## src/rtl/pkt_rr_arb.sv

```systemverilog
// Packet-level round-robin arbiter merging two show-ahead packing FIFOs into one
// packet stream; grant is held sop..eop and malformed leading words are flushed.
module pkt_rr_arb #(
   parameter int DW = 16,
   parameter int MW = 1,
   parameter int FW = DW + MW + 2
) (
   input  logic          clk,
   input  logic          rst_n,
   input  logic          empty0,
   input  logic [FW-1:0] q0,
   output logic          rdreq0,
   input  logic          empty1,
   input  logic [FW-1:0] q1,
   output logic          rdreq1,
   input  logic          b_rdy,
   output logic [DW-1:0] dout,
   output logic          dout_vld,
   output logic          dout_sop,
   output logic          dout_eop,
   output logic [MW-1:0] dout_mty,
   output logic          dout_ch,
   output logic          err_drop
);

   typedef enum logic [1:0] {IDLE, GNT0, GNT1} state_t;

   state_t        state_q, state_d;
   logic          last_grant_q, last_grant_d;
   logic          first_q, first_d;
   logic [DW-1:0] dout_q, dout_d;
   logic          dout_vld_q, dout_vld_d;
   logic          dout_sop_q, dout_sop_d;
   logic          dout_eop_q, dout_eop_d;
   logic [MW-1:0] dout_mty_q, dout_mty_d;
   logic          dout_ch_q, dout_ch_d;
   logic          err_drop_q, err_drop_d;

   logic          pop0, pop1;
   logic          req0, req1;
   logic          sel_ch;
   logic          sel_empty;
   logic [FW-1:0] sel_w;
   logic          w_sop, w_eop;

   always_comb begin
      state_d      = state_q;
      last_grant_d = last_grant_q;
      first_d      = first_q;
      dout_d       = dout_q;
      dout_vld_d   = 1'b0;
      dout_sop_d   = 1'b0;
      dout_eop_d   = 1'b0;
      dout_mty_d   = '0;
      dout_ch_d    = dout_ch_q;
      err_drop_d   = 1'b0;
      pop0         = 1'b0;
      pop1         = 1'b0;
      req0         = !empty0 && q0[FW-1];
      req1         = !empty1 && q1[FW-1];
      sel_ch       = (state_q == GNT1);
      sel_w        = sel_ch ? q1 : q0;
      sel_empty    = sel_ch ? empty1 : empty0;
      w_sop        = sel_w[FW-1];
      w_eop        = sel_w[FW-2];

      case (state_q)
         IDLE: begin
            // Flush a headless word (ch0 first); the other channel may still win the grant.
            if (!empty0 && !q0[FW-1]) begin
               pop0       = b_rdy;
               err_drop_d = b_rdy;
            end else if (!empty1 && !q1[FW-1]) begin
               pop1       = b_rdy;
               err_drop_d = b_rdy;
            end
            if (req0 && (!req1 || last_grant_q)) begin
               state_d = GNT0;
               first_d = 1'b1;
            end else if (req1) begin
               state_d = GNT1;
               first_d = 1'b1;
            end
         end
         GNT0, GNT1: begin
            if (!sel_empty && b_rdy) begin
               pop0       = !sel_ch;
               pop1       = sel_ch;
               dout_d     = sel_w[DW-1:0];
               dout_vld_d = 1'b1;
               dout_sop_d = w_sop && first_q;
               dout_eop_d = w_eop;
               dout_mty_d = w_eop ? sel_w[DW+MW-1:DW] : '0;
               dout_ch_d  = sel_ch;
               err_drop_d = w_sop && !first_q;
               first_d    = 1'b0;
               if (w_eop) begin
                  state_d      = IDLE;
                  last_grant_d = sel_ch;
               end
            end
         end
         default: state_d = IDLE;
      endcase
   end

   always_ff @(posedge clk or negedge rst_n) begin
      if (!rst_n) begin
         state_q      <= IDLE;
         last_grant_q <= 1'b1;
         first_q      <= 1'b0;
         dout_q       <= '0;
         dout_vld_q   <= 1'b0;
         dout_sop_q   <= 1'b0;
         dout_eop_q   <= 1'b0;
         dout_mty_q   <= '0;
         dout_ch_q    <= 1'b0;
         err_drop_q   <= 1'b0;
      end else begin
         state_q      <= state_d;
         last_grant_q <= last_grant_d;
         first_q      <= first_d;
         dout_q       <= dout_d;
         dout_vld_q   <= dout_vld_d;
         dout_sop_q   <= dout_sop_d;
         dout_eop_q   <= dout_eop_d;
         dout_mty_q   <= dout_mty_d;
         dout_ch_q    <= dout_ch_d;
         err_drop_q   <= err_drop_d;
      end
   end

   // Pops are masked while reset is held so a FIFO is never drained during reset.
   assign rdreq0   = pop0 && rst_n;
   assign rdreq1   = pop1 && rst_n;
   assign dout     = dout_q;
   assign dout_vld = dout_vld_q;
   assign dout_sop = dout_sop_q;
   assign dout_eop = dout_eop_q;
   assign dout_mty = dout_mty_q;
   assign dout_ch  = dout_ch_q;
   assign err_drop = err_drop_q;

endmodule
```

## config.mk

```make
export PLATFORM = sky130hd
export DESIGN_NAME = pkt_rr_arb
export DESIGN_NICKNAME = d
export VERILOG_FILES = /design/src/rtl/pkt_rr_arb.sv
export SDC_FILE = /design/constraint.sdc
export NUM_CORES = 1
export LEC_CHECK = 0
export BUFFER_PORTS_ARGS = -buffer_cell sky130_fd_sc_hd__buf_4
export CAP_MARGIN = 10
export CORE_ASPECT_RATIO = 1.25
export CORE_MARGIN = 2
export CORE_UTILIZATION = 30
export DETAILED_ROUTE_END_ITERATION = 7
export PLACE_DENSITY = 0.66
export SYNTH_ARGS = -nofsm -noshare
export SYNTH_HDL_FRONTEND = slang
export SYNTH_SLANG_ARGS = --single-unit
```

## constraint.sdc

```tcl
create_clock -name clk -period 3.8 [get_ports clk]
set_input_delay 0.38 -clock clk [delete_from_list [all_inputs] [get_ports clk]]
set_output_delay 0.38 -clock clk [all_outputs]
set_load 0.01 [all_outputs]
```

==> results, run 1 <==
- The final non-filler cell area is 1998 sq um.
- The final weighted congestion in routability-driven placement is 0.8297.
- The clock latency of the later-clocked register in the worst-skew pair is 270 ps.
- The final route contains 1,267 vias.
- Global routing finished with a remaining overflow of 0.
- The standby leakage power is 0.9470 nW.
- 0 antenna diodes ended up in the layout.
- The synthesized design contains 0 enable-type register cells.
- The global-route wire length before repair is 5616 microns.
- For the final database, setup skew stands at 3.851 ps.
- Walking the worst path, the cells encountered are inv_1 > ha_1 > and2_1 > nand3_1 > a21oi_1 > buf_4.
- The number of maximum-capacitance constraint violations is 0.
- The floorplan step defined a die boundary enclosing 5273 sq um.
- The largest net degree at the start of global routing is 28.
- The required arrival time at the worst endpoint is 3420 ps.
- The setup total negative slack is 0 ps.
- The part of the Yosys area used for sequential elements is 46.19%.
- In this run the critical register-to-register path is captured at last_grant_q$_DFFE_PN1P_.
- The fraction of the cycle the final worst path needs is 69.27%.
- The region available for standard cell placement spans 4459 sq um.
- The initial antenna violation count came to 0.
- In the post-synthesis netlist, the cell with the most instances is sky130_fd_sc_hd__a21oi_1.
- The kind of start point of the critical path is a flip-flop.
- In this run the cell area measured after placement is 1927 sq um.
- The initial utilization of the core area, before any placement, comes to 31.65%.
- Synthesis produced a netlist whose cell count is 135.
- Port buffering added 66 buffers.
- In the routed design, unresolved DRC markers number 0.
- The number of synthesized register bits is 26.
- sky130_fd_sc_hd__dfrtp_1 takes more of the synthesized area than any other cell.
- The type of the worst min-delay path is in2async.
- For the worst flop-to-flop path, the logic depth is 5.
- The post-detailed-route count of antenna-violating nets is 0.
- The synthesized area per cell is 10.45 sq um.
- The post-detailed-route via-to-cell ratio is 4.949.
- The number of inserted filler cells in the final layout is 471.
- Total power for the finished layout comes to 1.478 mW.
- The share of synthesized area in the top cell type comes to 44.33%.
- The net count of the mapped netlist is 181.
- The setup path with the least slack is of type reg2out.
- The smallest setup slack after layout is 1168 ps.
- In the final routed layout, each cell accounts on average for 13.74 microns.
- The count of yosys warnings during synthesis is 0.
- The count of final hold-check violations was 0.
- The via count of the first global-routing pass was 1,238.
- The CTS root buffer is sky130_fd_sc_hd__clkbuf_8.
- In this run the critical register-to-register path is launched from state_q[0]$_DFFE_PN0P_.
- The peak supply drop is 318.8 uV.
- The final routed wirelength across all metal layers is 3518 microns.
- The max-slew violation count was 0.
- After floorplanning, the core was divided into 27 placement rows.
- Global routing used 13.66% of the available tracks.
- At the placement stage, the worst setup path has a slack of 1457 ps.
- Measured along the x axis, the die boundary spans 65.35 microns.
- The TritonCTS clock tree is built.
- By count the netlist is led by sky130_fd_sc_hd__a21oi_1 (34), sky130_fd_sc_hd__dfrtp_1 (25), sky130_fd_sc_hd__mux2i_1 (17), sky130_fd_sc_hd__inv_1 (5), sky130_fd_sc_hd__nor2_1 (4).
- The headroom to the max-slew limit is 55.87%.
- After clock tree synthesis, the clock-pin slew on the worst setup and hold paths is 90 ps.
- The die is 80.69 microns tall.
- The number of hold-repair buffers added at the cts stage is 0.
- The largest single stage delay on the critical path is 590 ps.
- Counting distinct cell types in the post-synthesis netlist gives 37.
- The most critical setup path has its endpoint at rdreq1.
- Final hold analysis gives a worst-case slack of 6.607 ps.
- Sorting the synthesized cells by area gives the leading types as sky130_fd_sc_hd__dfrtp_1 (44%), sky130_fd_sc_hd__a21oi_1 (12%), sky130_fd_sc_hd__mux2i_1 (12%).
- Along the worst path, the maximum fanout reaches 19.
- The post-synthesis instance area is 1411 sq um.
- Once placement completed, the tool counted placed cells totaling 252.
- The number of DRC markers in iteration 0 is 50.
- For this run, the top clock speed supported by timing is 379.9 MHz.
- The number of buffers added by the clock tree synthesis step is 3.
- Relative to the synthesized area, the layout overhead comes to 41.58%.
- After legalization and detailed placement, the total HPWL measured 2604 microns.
- During I/O placement, the number of pins put on the boundary was 67.
- The critical path endpoint category is an output pin.
- Counting I/O delays and the setup requirement, the final critical path takes 2632 ps.
- The fraction of layout instances using a drive strength above 1 is 38.38%.
- Setup repair after global routing left no endpoint under its margin.
- The most critical setup path has its startpoint at state_q[0]$_DFFE_PN0P_.
- The library cell contributing the largest single delay on the critical path is sky130_fd_sc_hd__and2_1.
- The number of gates resized after cts is 0.
- The number of cells in the finished layout apart from fillers is 256.
- The clock passes through at most 2 buffers.
- The tree built by TritonCTS fans out to 26 sinks.
- The pre-antenna-repair detailed-routing pass consisted of 4 iterations.
- For this run, the leading register cell type out of synthesis is sky130_fd_sc_hd__dfrtp_1.
- After clock tree synthesis, the setup repair step added 0 buffers.
- Once layout is complete, the utilization of the core stands at 44.81%.
- The areal power density over the cells is 739.7 nW/um^2.
- The setup slack on the worst flop-to-flop path is 1640 ps.
- The arrival time of data at the critical path endpoint is 2250 ps.
- The level count of the clock H-tree is 1.
- The final setup violation count is 0.
- The flow ran to the end, and the final reports show no timing, DRC or antenna violations.
- The actual transition at the worst max-transition pin is 661.9 ps.
- The fraction of synthesis flops using an asynchronous set or reset pin is 100.0%.
- For this run, the post-layout net count is 245.
==> power breakdown <==
part	total (mW)	internal (mW)	leakage [nW]	switching [mW]
clock	0.227	0.141	0.0357	0.0862
sequential	0.469	0.401	0.304	0.0672
combinational	0.782	0.371	0.607	0.411
==> logic make-up (layout without fill, tap and decap cells) <==
logic type,count (synthesis),in the layout,share of synthesized area (%)
DFF,26,26,46.19
muxes,19,19,14.45
and+or+nand+nor,30,30,14.01
adders and majority gates,3,3,2.660
buffers and inverters,13,76,5.585
AOI/OAI and AO/OA,44,44,17.11
==> area by class of cell <==
cell class,count,area (sq um),share of cell area (%)
clock inverters,1,30.03,1.503
well taps,58,72.57,3.632
flip-flops and latches,26,651.9,32.62
multi-input cells,96,680.7,34.06
inverters,5,18.77,0.9393
repair buffers,67,503.0,25.17
clock buffers,3,41.29,2.066
==> registers in the layout, summed over array words and instances (netlist names) <==
signal and cells:
err_drop 1, dout_ch 1, dout_sop 1, dout_vld 1
last_grant_q 1, dout_mty 1, dout 16, first_q 1
dout_eop 1, state_q 2
==> layer usage <==
| layer | vias up | part of all wire, % | GRT usage (%) |
|---|---|---|---|
| met5 | - | 0 | 0 |
| met1 | 597 | 44 | 17.09 |
| met2 | 40 | 48 | 23.27 |
| met3 | 6 | 6.3 | 2.101 |
| met4 | 0 | 1.8 | 5.625 |
| li1 | 624 | - | - |
==> placed cells by master, fill, tap and decap left out, drive strengths merged, types with 2 or more instances in the layout <==
master / instances
nor3: 2
nor2: 4
a21oi: 34
a211oi: 2
clkbuf: 3
nor4: 2
nand2: 2
mux2i: 18
dfrtp: 25
inv: 5
ha: 3
nand3: 3
buf: 67
nand2b: 3
and2: 2
nand4b: 2
nor2b: 2
o21ai: 3
==> worst max-delay path: cells and delay by family (launching register included) <==
kind                       cells  cell delay, ps
AOI/OAI and AO/OA              1             200
adders and majority gates      1             390
buffers and inverters          2             240
DFF                            1             380
and+or+nand+nor                2             780
==> how the worst min path moves through the flow <==
stage,startpoint,end,slack [ps]
3_3_place_gp,rst_n,dout_vld$_DFF_PN0_,310
5_1_grt,rst_n,dout[3]$_DFFE_PN0P_,30
3_5_place_dp,rst_n,dout[14]$_DFFE_PN0P_,310
6_report,rst_n,dout_mty$_DFF_PN0_,7
4_1_cts,rst_n,dout[3]$_DFFE_PN0P_,10
2_1_floorplan,rst_n,dout[0]$_DFFE_PN0P_,80
Power figures use the tool's default switching activity.
==> inputs of run 2 (changes only) <==
==> constraint.sdc (replaced) <==
create_clock -name clk -period 2.45 [get_ports clk]
set_input_delay 0.245 -clock clk [delete_from_list [all_inputs] [get_ports clk]]
set_output_delay 0.245 -clock clk [all_outputs]
set_load 0.01 [all_outputs]
==> results, run 2 (same netlist as run 1, synthesis figures left out) <==
- The flow ran to the end, and the final reports show no timing, DRC or antenna violations.
- The row count is 27 (unchanged).
- The areal power density over the cells is 1105 nW/um^2 (+49%).
- The global-route wire length before repair came to 5630 microns (+0.25%).
- The final setup violation count is 0 (unchanged).
- The half-perimeter wire length after placement came to 2567 microns (-1.4%).
- The clock latency of the later-clocked register in the worst-skew pair was 270 ps (about the same).
- The number of maximum-capacitance constraint violations is 0 (unchanged).
- The headroom to the max-slew limit was 74.97% (+19 points).
- The number of DRC markers in iteration 0 is 81 (+62%).
- The number of clock sinks was 26 (unchanged).
- The deepest clock path buffer count came to 2 (unchanged).
- The number of buffers added by the clock tree synthesis step was 3 (unchanged).
- The type of the worst setup path is reg2out.
- The final routed wirelength across all metal layers is 3428 microns (-2.6%).
- The number of hold-repair buffers added at the cts stage is 1 (+1).
- The initial antenna violation count is 0 (unchanged).
- The number of flip-flops under the largest register name is 16 (unchanged).
- The share of power burned in combinational logic is 55.1% (+2.2 points).
- The busiest layer in global routing is met2.
- The met3 track demand over resource in global routing was 2.521% (+0.42 points).
- The number of cells in the design after placement is 254 (+0.79%).
- The setup total negative slack is 0 ps (unchanged).
- The maximum fanout count along the critical path is 11 (-8).
- The all-layer global routing usage was 13.52% (-0.14 points).
- The commonest non-fill, non-tap cell in the layout is sky130_fd_sc_hd__buf_4.
- The fraction of the cycle the final worst path needs is 90.65%.
- The share of the core filled with cells in the final layout is 45.01% (+0.20 points).
- The number of cells traversed by the worst register-to-register path is 6 (+1).
- Timing would allow up to 450.3 MHz.
- The proportion of power drawn by flip-flops and latches is 32.9% (+1.2 points).
- The met1 demand-to-capacity share in global routing is 17.64% (+0.54 points).
- The number of buffers added on ports is 66 (unchanged).
- The count of final hold-check violations is 0 (unchanged).
- The peak supply drop is 447.9 uV (+40%).
- The power spent charging and discharging nets came to 0.8576 mW (+52%).
- The net switching share of the total power came to 38.68% (+0.47 points).
- The level count of the clock H-tree came to 1 (unchanged).
- The DRC violation count after routing came to 0 (unchanged).
- The number of gates resized after cts is 0 (unchanged).
- The x dimension of the die is 65.35 microns (unchanged).
- The clock slew seen by the registers of the worst setup and hold paths is 90 ps (about the same).
- The power consumption is 2.217 mW (+50%).
- The via count of the first global-routing pass came to 1,258 (+1.6%).
- The beginning of the worst register-to-register path is state_q[0]$_DFFE_PN0P_.
- The terminating pin of the worst hold path is dout_mty$_DFF_PN0_.
- The actual transition at the worst max-transition pin is 367.6 ps (-294.3 ps).
- The standby leakage power is 0.9542 nW (+0.76%).
- The worst reg2reg path endpoint is last_grant_q$_DFFE_PN1P_.
- The largest net degree at the start of global routing is 28 (unchanged).
- Setup repair after global routing left no endpoint under its margin.
- The worst hold path was traced through 3 stages.
- TritonCTS built the clock tree.
- The height of the die was 80.69 microns (unchanged).
- The post-CTS setup repair buffer count was 0 (unchanged).
- The number of iterations in the first detailed-routing pass is 4 (unchanged).
- The worst hold path belongs to the class in2reg.
- The CTS root buffer is sky130_fd_sc_hd__clkbuf_8.
- The setup slack on the worst flop-to-flop path is 470 ps (-1170 ps).
- The total core area is 4459 sq um (unchanged).
- The net count reported at finish is 248 (+1.2%).
- The average detailed-routed wire length per instance is 13.24 microns (-3.7%).
- The routing usage on met2 came to 22.45% (-0.82 points).
- The worst setup path is captured at an output pin.
- The detailed-route via count is 1,243 (-1.9%).
- The fraction of layout instances using a drive strength above 1 is 38.81% (+0.42 points).
- In the layout the commonest cells are sky130_fd_sc_hd__buf_4 (69), sky130_fd_sc_hd__a21oi_1 (34), sky130_fd_sc_hd__dfrtp_1 (25).
- The required arrival time at the worst endpoint was 2200 ps (-1220 ps).
- The I/O pin count came to 67 (unchanged).
- The internal power came to 1.360 mW (+49%).
- The kind of start point of the critical path is a flip-flop.
- The final weighted congestion in routability-driven placement came to 0.7844 (-5.5%).
- The post-detailed-route count of antenna-violating nets came to 0 (unchanged).
- The total inserted antenna cells came to 0 (unchanged).
- The final worst clock skew came to 6.734 ps (+2.882 ps).
- The share of total power in the clock network came to 12.0% (-3.4 points).
- The startpoint identified for the worst hold timing path is q0[16].
- The full die area came to 5273 sq um (unchanged).
- The routed design could run at a clock period as short as 2221 ps.
- Relative to the synthesized area, the layout overhead comes to 42.20%.
- The max-slew violation count was 0 (unchanged).
- The post-detailed-route via-to-cell ratio was 4.799 (-3.0%).
- The overflow left after global routing is 0 (unchanged).
- The number of cells in the finished layout apart from fillers is 259 (+1.2%).
- The initial core utilization is 31.65% (unchanged).
- The arrival time of data at the critical path endpoint is 1980 ps (-270 ps).
run 2: through the flow:
stage	hold slack [ps]	setup slack, ps	instance area [sq um]
after floorplan	-50.59	753.7	1411
after global placement	177.1	517.4	1942
after detailed placement	177.4	499.0	1942
after CTS	213.8	215.4	2007
after global routing	243.6	23.37	2007
final	212.9	229.1	2007
run 2: worst max-delay path, cell delays in order (launching register included):
cell	delay [ps]
sky130_fd_sc_hd__dfrtp_1	400
sky130_fd_sc_hd__inv_1	70
sky130_fd_sc_hd__ha_1	380
sky130_fd_sc_hd__and2_1	380
sky130_fd_sc_hd__nand3_1	140
sky130_fd_sc_hd__a21oi_1	190
sky130_fd_sc_hd__buf_4	150
run 2: how the worst max path moves through the flow:
stage	start	endpoint	cells after the start
after floorplan	state_q[0]$_DFFE_PN0P_	rdreq1	7
after global placement	state_q[0]$_DFFE_PN0P_	last_grant_q$_DFFE_PN1P_	6
after detailed placement	state_q[0]$_DFFE_PN0P_	last_grant_q$_DFFE_PN1P_	6
after CTS	state_q[1]$_DFFE_PN0P_	rdreq1	6
after global routing	state_q[0]$_DFFE_PN0P_	rdreq1	6
final	state_q[1]$_DFFE_PN0P_	rdreq1	6
run 2: power groups by stage:
stage | registers [mW] | logic [mW] | clock network [mW]
detailed placement | 0.739 | 1.23 | 0
finish | 0.729 | 1.22 | 0.267
floorplan | 0.794 | 0.749 | 0
global route | 0.757 | 1.36 | 0.293
CTS | 0.732 | 1.24 | 0.278
global placement | 0.738 | 1.22 | 0
run 2: metal layers:
metal  vias up  wire length [microns]  part of all wire [%]
met5         -                      0                     0
met4         0                     38                   1.1
met3         5                    231                   6.7
li1        627                      -                     -
met2        41                   1643                    48
met1       570                   1515                    44
run 2: area by class of cell:
cell class / count / area, sq um
Multi-Input combinational cell: 96 / 680.7
Inverter: 5 / 18.77
Fill cell: 465 / 2452
Tap cell: 58 / 72.57
Timing Repair Buffer: 70 / 528.0
Sequential cell: 26 / 651.9
Clock buffer: 4 / 55.05
